<file path="src/rtl/mem_port_arbiter_if.sv">
// Requester, RAM and status signals shared by mem_port_arbiter.
// With MEM_ARB_LOCK_EN defined, p0_lock/p1_lock join the bundle.
interface mem_port_arbiter_if #(
  parameter int ADDR_W = 9,
  parameter int DATA_W = 32
);
  logic              p0_req;
  logic              p0_we;
  logic [ADDR_W-1:0] p0_addr;
  logic [DATA_W-1:0] p0_wdata;
  logic              p0_gnt;
  logic              p0_done;
  logic [DATA_W-1:0] p0_rdata;

  logic              p1_req;
  logic              p1_we;
  logic [ADDR_W-1:0] p1_addr;
  logic [DATA_W-1:0] p1_wdata;
  logic              p1_gnt;
  logic              p1_done;
  logic [DATA_W-1:0] p1_rdata;

`ifdef MEM_ARB_LOCK_EN
  logic              p0_lock;
  logic              p1_lock;
`endif

  logic [ADDR_W-1:0] mem_address;
  logic [DATA_W-1:0] mem_data;
  logic              mem_rden;
  logic              mem_wren;
  logic [DATA_W-1:0] mem_q;
  logic              busy;
  logic              owner;

  modport slave (
`ifdef MEM_ARB_LOCK_EN
    input  p0_lock, p1_lock,
`endif
    input  p0_req, p0_we, p0_addr, p0_wdata,
    input  p1_req, p1_we, p1_addr, p1_wdata,
    input  mem_q,
    output p0_gnt, p0_done, p0_rdata,
    output p1_gnt, p1_done, p1_rdata,
    output mem_address, mem_data,
    output mem_rden, mem_wren,
    output busy, owner
  );

  modport master (
`ifdef MEM_ARB_LOCK_EN
    output p0_lock, p1_lock,
`endif
    output p0_req, p0_we, p0_addr, p0_wdata,
    output p1_req, p1_we, p1_addr, p1_wdata,
    output mem_q,
    input  p0_gnt, p0_done, p0_rdata,
    input  p1_gnt, p1_done, p1_rdata,
    input  mem_address, mem_data,
    input  mem_rden, mem_wren,
    input  busy, owner
  );
endinterface

</file>
<file path="src/rtl/mem_port_arbiter.sv">
// Two-requester sequencer for a single-port RAM (IDLE/ISSUE/WAIT/DONE).
// Define MEM_ARB_LOCK_EN to let an owner lock arbitration for bursts.
module mem_port_arbiter #(
  parameter int ADDR_W        = 9,
  parameter int DATA_W        = 32,
  parameter int RD_LAT        = 1,
  parameter int PRIORITY_MODE = 0
) (
  input logic              clk,
  input logic              reset,
  mem_port_arbiter_if.slave bus
);

  localparam int CNT_W = (RD_LAT > 1) ? $clog2(RD_LAT) : 1;
  localparam logic [CNT_W-1:0] CNT_LAST = CNT_W'(RD_LAT - 1);

  localparam logic [1:0] S_IDLE  = 2'd0;
  localparam logic [1:0] S_ISSUE = 2'd1;
  localparam logic [1:0] S_WAIT  = 2'd2;
  localparam logic [1:0] S_DONE  = 2'd3;

  logic [1:0]        state_q, state_d;
  logic [CNT_W-1:0]  cnt_q, cnt_d;
  logic              last_q, last_d;
  logic              owner_q, owner_d;
  logic              we_q, we_d;
  logic              rden_q, rden_d;
  logic              wren_q, wren_d;
  logic              busy_q, busy_d;
  logic [1:0]        gnt_q, gnt_d;
  logic [1:0]        done_q, done_d;
  logic [ADDR_W-1:0] addr_q, addr_d;
  logic [DATA_W-1:0] data_q, data_d;
  logic [DATA_W-1:0] rdata0_q, rdata0_d;
  logic [DATA_W-1:0] rdata1_q, rdata1_d;

  logic any_req;
  logic win;

`ifdef MEM_ARB_LOCK_EN
  logic lock_q, lock_d;
  logic own_req;
  logic own_lock;

  always_comb begin
    own_req  = owner_q ? bus.p1_req  : bus.p0_req;
    own_lock = owner_q ? bus.p1_lock : bus.p0_lock;
  end
`endif

  always_comb begin
    any_req = bus.p0_req | bus.p1_req;
    if (PRIORITY_MODE != 0) begin
      win = ~bus.p0_req;
    end else if (bus.p0_req && bus.p1_req) begin
      win = ~last_q;
    end else begin
      win = bus.p1_req;
    end
`ifdef MEM_ARB_LOCK_EN
    // A held lock pins the slot to its owner while it keeps asking.
    if (lock_q && own_req) begin
      win = owner_q;
    end
`endif
  end

  always_comb begin
    state_d  = state_q;
    cnt_d    = cnt_q;
    last_d   = last_q;
    owner_d  = owner_q;
    we_d     = we_q;
    addr_d   = addr_q;
    data_d   = data_q;
    rdata0_d = rdata0_q;
    rdata1_d = rdata1_q;
    gnt_d    = 2'b00;
    done_d   = 2'b00;
    rden_d   = 1'b0;
    wren_d   = 1'b0;
`ifdef MEM_ARB_LOCK_EN
    lock_d   = lock_q;
`endif

    unique case (state_q)
      S_IDLE: begin
`ifdef MEM_ARB_LOCK_EN
        if (lock_q && !own_req) begin
          lock_d = 1'b0;
        end
`endif
        if (any_req) begin
          owner_d = win;
          last_d  = win;
          we_d    = win ? bus.p1_we    : bus.p0_we;
          addr_d  = win ? bus.p1_addr  : bus.p0_addr;
          data_d  = win ? bus.p1_wdata : bus.p0_wdata;
          gnt_d   = win ? 2'b10 : 2'b01;
          wren_d  = we_d;
          rden_d  = ~we_d;
          state_d = S_ISSUE;
        end
      end
      S_ISSUE: begin
        if (we_q) begin
          done_d  = owner_q ? 2'b10 : 2'b01;
          state_d = S_DONE;
        end else begin
          cnt_d   = '0;
          state_d = S_WAIT;
        end
      end
      S_WAIT: begin
        if (cnt_q == CNT_LAST) begin
          if (owner_q) begin
            rdata1_d = bus.mem_q;
          end else begin
            rdata0_d = bus.mem_q;
          end
          done_d  = owner_q ? 2'b10 : 2'b01;
          state_d = S_DONE;
        end else begin
          cnt_d = cnt_q + CNT_W'(1);
        end
      end
      S_DONE: begin
`ifdef MEM_ARB_LOCK_EN
        lock_d  = own_lock;
`endif
        state_d = S_IDLE;
      end
    endcase

    busy_d = (state_d != S_IDLE);
  end

  always_ff @(posedge clk or negedge reset) begin
    if (!reset) begin
      state_q  <= S_IDLE;
      cnt_q    <= '0;
      last_q   <= 1'b1;
      owner_q  <= 1'b0;
      we_q     <= 1'b0;
      rden_q   <= 1'b0;
      wren_q   <= 1'b0;
      busy_q   <= 1'b0;
      gnt_q    <= 2'b00;
      done_q   <= 2'b00;
      addr_q   <= '0;
      data_q   <= '0;
      rdata0_q <= '0;
      rdata1_q <= '0;
    end else begin
      state_q  <= state_d;
      cnt_q    <= cnt_d;
      last_q   <= last_d;
      owner_q  <= owner_d;
      we_q     <= we_d;
      rden_q   <= rden_d;
      wren_q   <= wren_d;
      busy_q   <= busy_d;
      gnt_q    <= gnt_d;
      done_q   <= done_d;
      addr_q   <= addr_d;
      data_q   <= data_d;
      rdata0_q <= rdata0_d;
      rdata1_q <= rdata1_d;
    end
  end

`ifdef MEM_ARB_LOCK_EN
  always_ff @(posedge clk or negedge reset) begin
    if (!reset) begin
      lock_q <= 1'b0;
    end else begin
      lock_q <= lock_d;
    end
  end
`endif

  assign bus.p0_gnt      = gnt_q[0];
  assign bus.p1_gnt      = gnt_q[1];
  assign bus.p0_done     = done_q[0];
  assign bus.p1_done     = done_q[1];
  assign bus.p0_rdata    = rdata0_q;
  assign bus.p1_rdata    = rdata1_q;
  assign bus.mem_address = addr_q;
  assign bus.mem_data    = data_q;
  assign bus.mem_rden    = rden_q;
  assign bus.mem_wren    = wren_q;
  assign bus.busy        = busy_q;
  assign bus.owner       = owner_q;

endmodule

</file>
<file path="src/flat_wrapper.sv">
// flat-port wrapper written by rule: the top's interface ports become plain ports
module mem_port_arbiter_flat 
#(
  parameter int ADDR_W        = 9,
  parameter int DATA_W        = 32,
  parameter int RD_LAT        = 1,
  parameter int PRIORITY_MODE = 0
)
  (clk, reset, bus_p0_req, bus_p0_we, bus_p0_addr, bus_p0_wdata, bus_p1_req, bus_p1_we, bus_p1_addr, bus_p1_wdata, bus_mem_q, bus_p0_gnt, bus_p0_done, bus_p0_rdata, bus_p1_gnt, bus_p1_done, bus_p1_rdata, bus_mem_address, bus_mem_data, bus_mem_rden, bus_mem_wren, bus_busy, bus_owner);
  mem_port_arbiter_if #(.ADDR_W(ADDR_W), .DATA_W(DATA_W)) bus_i ();
  input logic clk;
  input logic reset;
  input wire logic [$bits(bus_i.p0_req)-1:0] bus_p0_req;
  input wire logic [$bits(bus_i.p0_we)-1:0] bus_p0_we;
  input wire logic [$bits(bus_i.p0_addr)-1:0] bus_p0_addr;
  input wire logic [$bits(bus_i.p0_wdata)-1:0] bus_p0_wdata;
  input wire logic [$bits(bus_i.p1_req)-1:0] bus_p1_req;
  input wire logic [$bits(bus_i.p1_we)-1:0] bus_p1_we;
  input wire logic [$bits(bus_i.p1_addr)-1:0] bus_p1_addr;
  input wire logic [$bits(bus_i.p1_wdata)-1:0] bus_p1_wdata;
  input wire logic [$bits(bus_i.mem_q)-1:0] bus_mem_q;
  output wire logic [$bits(bus_i.p0_gnt)-1:0] bus_p0_gnt;
  output wire logic [$bits(bus_i.p0_done)-1:0] bus_p0_done;
  output wire logic [$bits(bus_i.p0_rdata)-1:0] bus_p0_rdata;
  output wire logic [$bits(bus_i.p1_gnt)-1:0] bus_p1_gnt;
  output wire logic [$bits(bus_i.p1_done)-1:0] bus_p1_done;
  output wire logic [$bits(bus_i.p1_rdata)-1:0] bus_p1_rdata;
  output wire logic [$bits(bus_i.mem_address)-1:0] bus_mem_address;
  output wire logic [$bits(bus_i.mem_data)-1:0] bus_mem_data;
  output wire logic [$bits(bus_i.mem_rden)-1:0] bus_mem_rden;
  output wire logic [$bits(bus_i.mem_wren)-1:0] bus_mem_wren;
  output wire logic [$bits(bus_i.busy)-1:0] bus_busy;
  output wire logic [$bits(bus_i.owner)-1:0] bus_owner;
  assign bus_i.p0_req = bus_p0_req;
  assign bus_i.p0_we = bus_p0_we;
  assign bus_i.p0_addr = bus_p0_addr;
  assign bus_i.p0_wdata = bus_p0_wdata;
  assign bus_i.p1_req = bus_p1_req;
  assign bus_i.p1_we = bus_p1_we;
  assign bus_i.p1_addr = bus_p1_addr;
  assign bus_i.p1_wdata = bus_p1_wdata;
  assign bus_i.mem_q = bus_mem_q;
  assign bus_p0_gnt = bus_i.p0_gnt;
  assign bus_p0_done = bus_i.p0_done;
  assign bus_p0_rdata = bus_i.p0_rdata;
  assign bus_p1_gnt = bus_i.p1_gnt;
  assign bus_p1_done = bus_i.p1_done;
  assign bus_p1_rdata = bus_i.p1_rdata;
  assign bus_mem_address = bus_i.mem_address;
  assign bus_mem_data = bus_i.mem_data;
  assign bus_mem_rden = bus_i.mem_rden;
  assign bus_mem_wren = bus_i.mem_wren;
  assign bus_busy = bus_i.busy;
  assign bus_owner = bus_i.owner;
  mem_port_arbiter #(.ADDR_W(ADDR_W), .DATA_W(DATA_W), .RD_LAT(RD_LAT), .PRIORITY_MODE(PRIORITY_MODE)) u_core (.clk(clk), .reset(reset), .bus(bus_i));
endmodule
</file>
<file path="config.mk">
export PLATFORM = sky130hd
export DESIGN_NAME = mem_port_arbiter_flat
export DESIGN_NICKNAME = d
export VERILOG_FILES = /design/src/rtl/mem_port_arbiter_if.sv /design/src/rtl/mem_port_arbiter.sv /design/src/flat_wrapper.sv
export SDC_FILE = /design/constraint.sdc
export NUM_CORES = 1
export LEC_CHECK = 0
export BUFFER_PORTS_ARGS = -buffer_cell sky130_fd_sc_hd__buf_4
export CORE_UTILIZATION = 41
export DETAILED_ROUTE_END_ITERATION = 16
export PLACE_DENSITY = 0.85
export SLEW_MARGIN = 20
export SYNTH_ARGS = -nofsm -noshare
export SYNTH_HDL_FRONTEND = slang
export SYNTH_SLANG_ARGS = --single-unit
</file>
<file path="constraint.sdc">
create_clock -name clk -period 1.55 [get_ports clk]
set_input_delay 0.465 -clock clk [delete_from_list [all_inputs] [get_ports clk]]
set_output_delay 0.465 -clock clk [all_outputs]
set_load 0.05 [all_outputs]
</file>
======== Yosys cells after proc, flatten, opt, wreduce, memory -nomap -nowiden ========
Cells that the tools add are included.
storage, ports and cells
  output and inout bits ................... 113
  bits in registers ....................... 118
  word-level logic and storage cells ...... 54
cells by class
  $add $sub $neg .......................... 1
  bitwise logic cells ..................... 5
  mux-type cells .......................... 22
  eq/ne operators ......................... 4
  reductions and logical operators ........ 8
operator list
  operator                                                         count
  32-bit two-way mux                                               1
  2-bit two-way mux                                                8
  1-bit two-way mux                                                9
  9-bit two-way mux                                                1
  2-bit one-hot mux with 4 select lines                            1
  3-bit AND reduction                                              2
  2-bit == test, second input constant                             2
  1-bit inverter                                                   4
  2-bit one-hot mux with 2 select lines                            1
  2-bit AND reduction                                              2
  2-bit nonzero test                                               2
  2-bit by 1-bit == test with 1-bit output, second input constant  1
  2-bit zero test                                                  1
  2-bit != test, second input constant                             1
  1-bit one-hot mux with 2 select lines                            1
  1-bit adder, second input constant                               1
  1-bit logical AND                                                1
  1-bit bitwise OR                                                 1

======== Depth between registers and ports, before layout ========
Gate-level depths: netlist (run 1).
  depth after elaboration ................. 6
  depth in mapped cells ................... 6
  gate-level depth less buffers ........... 5

======== Worst setup path after synthesis (run 1) ========
Ideal clock, no wire load.
  path kind ............................... register to register
  from .................................... register u_core.owner_q (netlist: u_core.bus.owner)
  to ...................................... register u_core.rdata0_q[23] (netlist: u_core.bus.p0_rdata[23])
  path buffers ............................ 2
  slack ................................... -93 ps
  arrival ................................. 1,518 ps
  clock period less this slack ............ 1,643 ps
  data required time ...................... 1,425 ps
  library setup time ...................... 125 ps
  cell stages (with the launch flop) ...... 5
  path through ............................ dfrtp_1 -> and2b_2 -> clkbuf_2 -> clkbuf_8 -> mux2_4
on the way
  longest elaborated chain between the ends .. 2
RTL lines
  item                                  RTL line                 source
  from (decl)                           mem_port_arbiter.sv:25   logic owner_q, owner_d;
  from (signal assigned)                mem_port_arbiter.sv:158  owner_q <= owner_d;
  1-bit inverter (no source line)       -
  3-bit AND reduction (no source line)  -
  to (signal assigned)                  mem_port_arbiter.sv:167  rdata0_q <= rdata0_d;
  to (decl)                             mem_port_arbiter.sv:34   logic [DATA_W-1:0] rdata0_q, rdata0_d;
No other way between the ends.
A chain may end at the register's enable or synchronous reset.

======== Worst setup path in the final report (run 1) ========
  from .................................... register u_core.state_q[0]
  to ...................................... register u_core.rdata0_q[19] (netlist: u_core.bus.p0_rdata[19])
on the way
  longest elaborated chain between the ends .. 2
RTL lines
  item                                  RTL line                 source
  from (decl)                           mem_port_arbiter.sv:22   logic [1:0] state_q, state_d;
  from (signal assigned)                mem_port_arbiter.sv:155  state_q <= state_d;
  2-bit == test                         mem_port_arbiter.sv:86   unique case (state_q)
  3-bit AND reduction (no source line)  -
No other way between the ends.

==> results of run 1 <==
state kept, by name, indices dropped and copies added (netlist names), 2 cells and up:
signal and flops:
u_core.bus.p0_rdata 32, u_core.bus.p1_rdata 32, u_core.bus.mem_address 9, u_core.gnt_q 2, u_core.done_q 2, u_core.state_q 2
u_core.bus.mem_data 32
cell usage in the layout, fill, tap and decap left out, types with 3 or more instances in the layout:
master / Yosys / routed
buf_6: 5 / 4
nand2_1: 3 / 3
dfrtp_1: 116 / 115
mux2_4: 2 / 27
and2_1: 41 / 16
clkbuf_8: 3 / 3
and2_4: 1 / 26
a221o_1: 41 / 41
buf_4: 0 / 239
clkbuf_16: 0 / 20
clkinv_2: 0 / 3
bufinv_16: 0 / 5
mux2_2: 62 / 37
buf_12: 0 / 7
logic make-up (layout without fill, tap and decap cells):
family | Yosys count | in the layout | synth area share, %
flip-flops | 117 | 117 | 62.7
multiplexers | 66 | 66 | 16.0
AND/OR/NAND/NOR | 52 | 52 | 6.83
AO/OA/AOI/OAI | 48 | 48 | 10.1
buffers and inverters | 24 | 291 | 3.56
adder cells (fa/ha/maj) | 3 | 3 | 0.803
worst register-to-register path, delay by kind of cell (launching register included):
kind | cells | cell delay [ns]
adders and majority gates | 1 | 0.17
buffers and inverters | 3 | 0.39
DFF | 1 | 0.37
muxes | 1 | 0.31
and+or+nand+nor | 1 | 0.22
stage by stage:
stage / utilization (%) / total power (µW) / cell area, µm²
after floorplan: - / 13200 / 4670
after global placement: 60.2 / 16400 / 6610
after detailed placement: 60.2 / 16700 / 6610
after CTS: 67.1 / 21400 / 7370
after global routing: 69.8 / 23200 / 7660
final: 69.8 / 22300 / 7660
final timing paths:
kind | startpoint | endpoint | slack (ns) | cells after the start
worst max-delay path | u_core.state_q[0] | u_core.bus.p0_rdata[19] | -0.02 | 6
worst min-delay path | bus_p1_wdata[20] | u_core.bus.mem_data[20] | 0.29 | 2
worst max register to register | u_core.state_q[0] | u_core.bus.p0_rdata[19] | -0.02 | 6
worst min register to register | u_core.bus.owner | u_core.done_q[0] | 0.48 | 1
max in group asynchronous | reset | u_core.last_q | 0.54 | 3
min in group asynchronous | reset | u_core.bus.p0_rdata[12] | 0.50 | 2
power by group through the flow:
stage / Clock [µW] / Combinational (µW) / Sequential (µW)
after floorplan: 0 / 2880 / 10300
after global placement: 0 / 11000 / 5370
after detailed placement: 0 / 11300 / 5420
after CTS: 4330 / 11600 / 5450
after global routing: 4480 / 13000 / 5670
final: 4280 / 12500 / 5510
metal layers:
layer | share of wire, % | vias up | wire, µm
met5 | 0 | - | 0
met4 | 1.1 | 0 | 146
met2 | 51 | 189 | 6910
met3 | 8.5 | 14 | 1140
met1 | 39 | 1863 | 5320
li1 | - | 1644 | -
repair_timing:
item | 4_1_cts | 5_1_grt
buffers inserted | 2 | 2
pin swaps | 0 | 21
endpoints found under the hold margin | 12 | 0
hold buffers | 1 | 0
cloned | 2 | 5
setup endpoints to repair | 70 | 68
resized for setup | 6 | 55
layout make-up:
cell class	count	area, µm²
clock buffer	22	474
inverter	4	15.0
fill	724	3320
sequential	117	2930
clock inverter	9	174
tap	140	175
multi-input combinational	169	1770
timing repair buffer	256	2120
==> impl_metrics.py, run 1 <==
metrics = {
    "outcome": {
        "status": "complete, but fails checks",
        "violations": "negative setup slack",
    },
    "power_and_ir_drop": {
        "p_leak_uw": 0.00380,
        "p_sw_share_pct": 43.7,
        "clockPowerShare_pct": 19.2,
        "intPower_uw": 12500,
        "seqPwrFrac_pct": 24.8,
        "powerDensity_nw_per_um2": 2910,
        "comb_power_share_pct": 56.0,
        "peakVddDrop_mv": 1.94,
        "switching_power_uw": 9740,
    },
    "yosys": {
        "netlist.area_leader.share_pct": 62.1,
        "synth_commonest_cells": "dfrtp_1, mux2_2, a221o_1, and2_1, buf_2",
        "synthCells": 310,
        "synth_largest_area_cell": "dfrtp_1",
        "synth_cell_types": 28,
        "yosys_warnings": 0,
        "synth-edff-count": 0,
        "postSynth.asyncResetShare_pct": 100,
        "ys_seq_elements": 117,
        "synth.most_common_cell": "dfrtp_1",
        "synthTopCellsByArea": "dfrtp_1, mux2_2, a221o_1",
        "synth_area_per_cell_um2": 15.1,
        "yosys_most_used_dff": "dfrtp_1",
        "ys_seq_area_share_pct": 62.7,
        "synth.net_count": 433,
        "syn-cell-area_um2": 4670,
    },
    "floorplanning": {
        "core-area_um2": 11000,
        "dieArea_um2": 11800,
        "die_h_um": 109,
        "pin_count": 233,
        "start_util_pct": 42.5,
        "die_x_um": 109,
        "row_count": 38,
    },
    "placed_design": {
        "hpwl_mm": 8.70,
        "io_buffers": 232,
        "dpl.cell_count": 674,
        "preCtsSetupSlack_ns": -0.0799,
        "gp_congestion": 0.783,
    },
    "timing": {
        "rsz0062_at_grt": "yes",
        "layout_setup_ws_ns": -0.0248,
        "finClkSkew_ns": 0.00682,
        "fmaxAchievable_ghz": 0.635,
        "setup-tns-final_ns": -0.103,
        "layout_min_cycle_time_ns": 1.57,
        "setup-violations-final": 12,
        "drv_slew": 0,
        "post-route-period-util_pct": 102,
        "tightest_slew_ns": 0.487,
        "whs_ns": 0.289,
        "slew_headroom_pct": 67.5,
        "hold_viol_final": 0,
    },
    "global_routing": {
        "met3_usage_pct": 7.65,
        "grt.busiest_layer": "met2",
        "antenna_found_initial": 0,
        "overflow": 0,
        "met1_usage_pct": 24.4,
        "grt_use_met2_pct": 38.1,
        "grt_max_degree": 45,
        "grt_pass1_vias": 3782,
        "grt_use_total_pct": 21.8,
        "grt_pass1_wl_mm": 19.2,
    },
    "critical_path": {
        "end_kind": "flip-flop",
        "max_stage_delay_ns": 0.37,
        "crit_required_ns": 1.83,
        "arrival_ns": 1.85,
        "path_cells": "inv_2, ha_4, and2b_2, buf_6, clkbuf_16, mux2_4",
        "path_max_fanout": 8,
        "start_kind": "flip-flop",
        "cp.buffers_inverters": 3,
        "crit_family": "buffers and inverters",
        "critPathKind": "reg -> reg",
        "critPathSlowestCell": "dfrtp_1",
    },
    "clock_tree": {
        "clk_path_buf_depth": 2,
        "root_buffer": "clkbuf_16",
        "cts_tree": "built",
        "htreeDepth": 4,
        "numCtsBuffers": 17,
        "cts.sink_count": 117,
        "clk_pin_slew_ns": 0.05,
        "clock_latency_ns": 0.40,
    },
    "drt": {
        "wl_per_cell_um": 18.9,
        "vias": 3710,
        "post_drt_via_cell_ratio": 5.17,
        "drtPass1Iterations": 4,
        "ant_nets": 0,
        "finalWirelength_mm": 13.5,
        "drt_iter0_drc": 165,
        "drcViolationCount": 0,
    },
    "cells_and_area": {
        "area_growth_syn_to_layout_pct": 64.0,
        "diodes": 0,
        "nets": 688,
        "layout.cells.non_filler": 717,
        "drive_gt1_share_pct": 66.9,
    },
    "flow_run": {
        "max_cap_viol_count": 0,
    },
    "hold_path": {
        "hold_path.class": "in -> reg",
    },
}
Note: power is estimated with default switching activity, not from simulation.
==> inputs of run 2 (changes only) <==
--- a/config.mk
+++ b/config.mk
@@ -6,9 +6,9 @@
 export NUM_CORES = 1
 export LEC_CHECK = 0
 export BUFFER_PORTS_ARGS = -buffer_cell sky130_fd_sc_hd__buf_4
-export CORE_UTILIZATION = 41
+export CORE_UTILIZATION = 45
 export DETAILED_ROUTE_END_ITERATION = 16
-export PLACE_DENSITY = 0.85
+export PLACE_DENSITY = 0.88
 export SLEW_MARGIN = 20
 export SYNTH_ARGS = -nofsm -noshare
 export SYNTH_HDL_FRONTEND = slang
==> constraint.sdc (replaced) <==
create_clock -name clk -period 1.76 [get_ports clk]
set_input_delay 0.528 -clock clk [delete_from_list [all_inputs] [get_ports clk]]
set_output_delay 0.528 -clock clk [all_outputs]
set_load 0.05 [all_outputs]
==> impl_metrics.py, run 2 (synthesis results as in run 1) <==
metrics = {
    "timing": {
        "post-route-period-util_pct": 95.3,
        "drv_slew": 0,
        "layout_min_cycle_time_ns": 1.68,
        "hold_viol_final": 0,
        "tightest_slew_ns": 0.309,
        "whs_ns": 0.239,
        "setup-violations-final": 0,
        "slew_headroom_pct": 79.4,
        "fmaxAchievable_ghz": 0.596,
        "setup-tns-final_ns": 0,
        "finClkSkew_ns": 0.00516,
        "rsz0062_at_grt": "no",
    },
    "floorplanning": {
        "start_util_pct": 47.2,
        "core-area_um2": 9910,
        "die_h_um": 104,
        "die_x_um": 104,
        "row_count": 36,
        "pin_count": 233,
        "dieArea_um2": 10800,
    },
    "clock_tree": {
        "clock_latency_ns": 0.51,
        "numCtsBuffers": 17,
        "clk_pin_slew_ns": 0.06,
        "cts.sink_count": 117,
        "cts_tree": "built",
        "htreeDepth": 4,
        "cts_resized": 0,
        "root_buffer": "clkbuf_8",
        "clk_path_buf_depth": 2,
    },
    "placed_design": {
        "place_area_um2": 6590,
        "gp_congestion": 0.758,
        "io_buffers": 232,
        "hpwl_mm": 9.37,
    },
    "cells_and_area": {
        "diodes": 0,
        "nets": 674,
        "final_common_cell": "buf_4",
        "fin_area_um2": 7220,
        "area_growth_syn_to_layout_pct": 54.5,
        "drive_gt1_share_pct": 61.2,
        "mostFrequentLayoutCells": "buf_4, dfrtp_1, mux2_2",
    },
    "drt": {
        "drcViolationCount": 0,
        "vias": 3662,
        "drtPass1Iterations": 4,
        "post_drt_via_cell_ratio": 5.25,
        "finalWirelength_mm": 13.1,
        "drt_iter0_drc": 152,
        "wl_per_cell_um": 18.8,
        "ant_nets": 0,
    },
    "critical_path": {
        "r2r_slack_ns": 0.13,
        "start_kind": "flip-flop",
        "crit_required_ns": 1.23,
        "path_cells": "buf_4",
        "arrival_ns": 1.15,
        "path_max_fanout": 6,
        "crit_family": "flip-flops",
        "end_kind": "output pin",
        "max_stage_delay_ns": 0.41,
        "cp.buffers_inverters": 1,
        "critPathKind": "reg -> out",
        "critPathSlowestCell": "dfrtp_1",
    },
    "global_routing": {
        "overflow": 0,
        "antenna_found_initial": 0,
        "grt_pass1_vias": 3996,
        "grt_max_degree": 53,
        "grt_pass1_wl_mm": 20.7,
        "grt_use_total_pct": 25.2,
    },
    "outcome": {
        "status": "finished, final reports clean",
    },
    "flow_run": {
        "max_cap_viol_count": 0,
    },
    "hold_path": {
        "hold_path.class": "in -> reg",
    },
}
run 2: through the flow:
| step | std cells | utilization [%] | worst slack, ns |
|---|---|---|---|
| floorplan | 310 | - | 0.117 |
| global placement | 664 | 66.5 | 0.183 |
| detailed placement | 664 | 66.5 | 0.132 |
| CTS | 697 | 72.9 | 0.0501 |
| global route | 697 | 72.9 | 0.0108 |
| finish | 697 | 72.9 | 0.0829 |
run 2: final cells by class:
| type | instances | area, µm² |
|---|---|---|
| fill | 636 | 2690 |
| sequential | 117 | 2930 |
| tap | 133 | 166 |
| timing repair buffer | 242 | 1910 |
| inverter | 4 | 15.0 |
| clock inverter | 15 | 204 |
| clock buffer | 17 | 414 |
| multi-input combinational | 169 | 1590 |
run 2: path summary, 6_finish.rpt:
path	from	end	depth (start not counted)
min in group asynchronous	reset	u_core.bus.p0_rdata[23]	2
max in group asynchronous	reset	u_core.last_q	3
setup reg to reg	u_core.state_q[0]	u_core.bus.mem_data[25]	6
hold / removal	bus_p0_wdata[19]	u_core.bus.mem_data[19]	2
setup / recovery	u_core.bus.owner	bus_owner	1
hold reg to reg	u_core.bus.p1_rdata[3]	u_core.bus.p1_rdata[3]	1
run 2: metal layers:
metal  wire length (µm)  GRT usage [%]  up-vias
li1                   -              -     1611
met1               4880           28.0     1814
met2               6770           43.7      207
met3               1040           8.02       30
met4                387           11.8        0
met5                  0              0        -
run 2: repair_timing:
item | in CTS | in global routing
hold buffers | 1 | 0
hold endpoints to repair | 19 | 0
buffers inserted | 0 | 0
Power of run 2 is left out: the tool's default activity adds up to more than one toggle a clock period on the data nets, which glitch-free logic cannot reach.
==> inputs of run 3 (changes only) <==
==> constraint.sdc (replaced) <==
create_clock -name clk -period 1.66 [get_ports clk]
set_input_delay 0.498 -clock clk [delete_from_list [all_inputs] [get_ports clk]]
set_output_delay 0.498 -clock clk [all_outputs]
set_load 0.05 [all_outputs]
==> impl_metrics.py, run 3 (synthesis results as in run 1) <==
metrics = {
    "outcome": {
        "status": "finished, final reports clean",
    },
    "drt": {
        "drt_iter0_drc": 86,
        "finalWirelength_mm": 12.8,
        "wl_per_cell_um": 18.3,
        "drcViolationCount": 0,
        "drtPass1Iterations": 4,
        "vias": 3587,
        "post_drt_via_cell_ratio": 5.14,
        "ant_nets": 0,
    },
    "global_routing": {
        "overflow": 0,
        "grt_use_total_pct": 25.1,
        "grt_max_degree": 45,
        "grt_pass1_vias": 3900,
        "antenna_found_initial": 0,
        "grt_pass1_wl_mm": 20.7,
    },
    "clock_tree": {
        "numCtsBuffers": 17,
        "clk_pin_slew_ns": 0.06,
        "post_cts_buffers": 0,
        "htreeDepth": 4,
        "cts_tree": "built",
        "root_buffer": "clkbuf_8",
        "cts.sink_count": 117,
        "clk_path_buf_depth": 2,
        "clock_latency_ns": 0.51,
    },
    "floorplanning": {
        "die_x_um": 104,
        "start_util_pct": 47.2,
        "core-area_um2": 9910,
        "die_h_um": 104,
        "pin_count": 233,
        "row_count": 36,
        "dieArea_um2": 10800,
    },
    "timing": {
        "rsz0062_at_grt": "yes",
        "hold_viol_final": 0,
        "layout_min_cycle_time_ns": 1.62,
        "slew_headroom_pct": 68.1,
        "whs_ns": 0.215,
        "fmaxAchievable_ghz": 0.618,
        "setup-violations-final": 0,
        "finClkSkew_ns": 0.00913,
        "drv_slew": 0,
        "tightest_slew_ns": 0.479,
        "post-route-period-util_pct": 97.5,
    },
    "critical_path": {
        "path_depth": 1,
        "crit_end": "bus_p1_rdata[4]",
        "r2r_start": "u_core.state_q[0]",
        "r2r.worst_path.cells": 5,
        "critPathSlowestCell": "dfrtp_1",
        "path_max_fanout": 2,
        "end_kind": "output pin",
        "start_kind": "flip-flop",
        "arrival_ns": 1.12,
        "cp.buffers_inverters": 1,
        "crit_family": "flip-flops",
        "worstReg2RegEnd": "u_core.bus.p0_rdata[25]",
        "critPathKind": "reg -> out",
        "critPathLaunch": "u_core.bus.p1_rdata[4]",
        "r2r_slack_ns": 0.10,
        "max_stage_delay_ns": 0.41,
        "crit_required_ns": 1.16,
        "path_cells": "buf_4",
    },
    "cells_and_area": {
        "area_growth_syn_to_layout_pct": 53.6,
        "seq_area_um2": 2930,
        "drive_gt1_share_pct": 61.6,
        "multi_input_area_um2": 1590,
        "diodes": 0,
        "mostFrequentLayoutCells": "buf_4, dfrtp_1, mux2_2",
        "final_common_cell": "buf_4",
        "nets": 675,
        "fillers": 645,
        "layout.cells.non_filler": 698,
    },
    "flow_run": {
        "max_cap_viol_count": 0,
    },
    "placed_design": {
        "dpl.cell_count": 665,
        "io_buffers": 232,
        "hpwl_mm": 9.36,
        "gp_congestion": 0.763,
    },
    "hold_path": {
        "hold_path.class": "in -> reg",
        "holdPathStages": 2,
    },
}
run 3: changes by cell type in the layout (fill, tap and decap cells not counted), sizes merged:
| cell | previous run | this run |
|---|---|---|
| buf | 241 | 242 |
| bufinv | 4 | 2 |
| clkbuf | 17 | 18 |
| clkinv | 4 | 7 |
| clkinvlp | 4 | 2 |
run 3: layout make-up:
cell class                      count  area share, %
Clock buffer                       18           5.96
Multi-Input combinational cell    169           22.1
Timing Repair Buffer              243           26.5
Sequential cell                   117           40.8
Inverter                            4          0.209
Clock inverter                     14           2.11
Tap cell                          133           2.32
run 3: metal layers:
layer | wire (µm) | share of wire [%] | global-route usage [%] | vias to the layer above
li1 | - | - | - | 1614
met1 | 5030 | 39 | 29.4 | 1797
met2 | 6760 | 53 | 43.9 | 172
met3 | 950 | 7.4 | 8.27 | 4
met4 | 59 | 0.46 | 6.73 | 0
met5 | 0 | 0 | 0 | -
run 3: metrics by stage:
stage | setup TNS [ns] | area (µm²) | setup slack [ns] | util, %
CTS | 0 | 7170 | 0.00743 | 72.3
global route | -0.00505 | 7180 | -0.00505 | 72.4
detailed placement | 0 | 6580 | 0.0237 | 66.4
floorplan | 0 | 4670 | 0.0170 | -
global placement | 0 | 6580 | 0.108 | 66.4
finish | 0 | 7180 | 0.0413 | 72.4
run 3: worst min path at each step:
stage	startpoint	end	slack (ns)
after CTS	bus_p1_wdata[11]	u_core.bus.mem_data[11]	0.19
after global placement	reset	u_core.bus.p0_rdata[23]	0.46
after global routing	bus_p0_wdata[19]	u_core.bus.mem_data[19]	0.19
after detailed placement	reset	u_core.bus.p0_rdata[23]	0.47
after floorplan	reset	u_core.bus.busy	0.20
final	bus_p1_wdata[10]	u_core.bus.mem_data[10]	0.21
run 3: repair_timing:
item | CTS | global route
hold buffers | 1 | 0
endpoints found under the setup margin | 1 | 35
resized for setup | 2 | 3
hold endpoints to repair | 26 | 0
Power of run 3 is left out for the same reason.
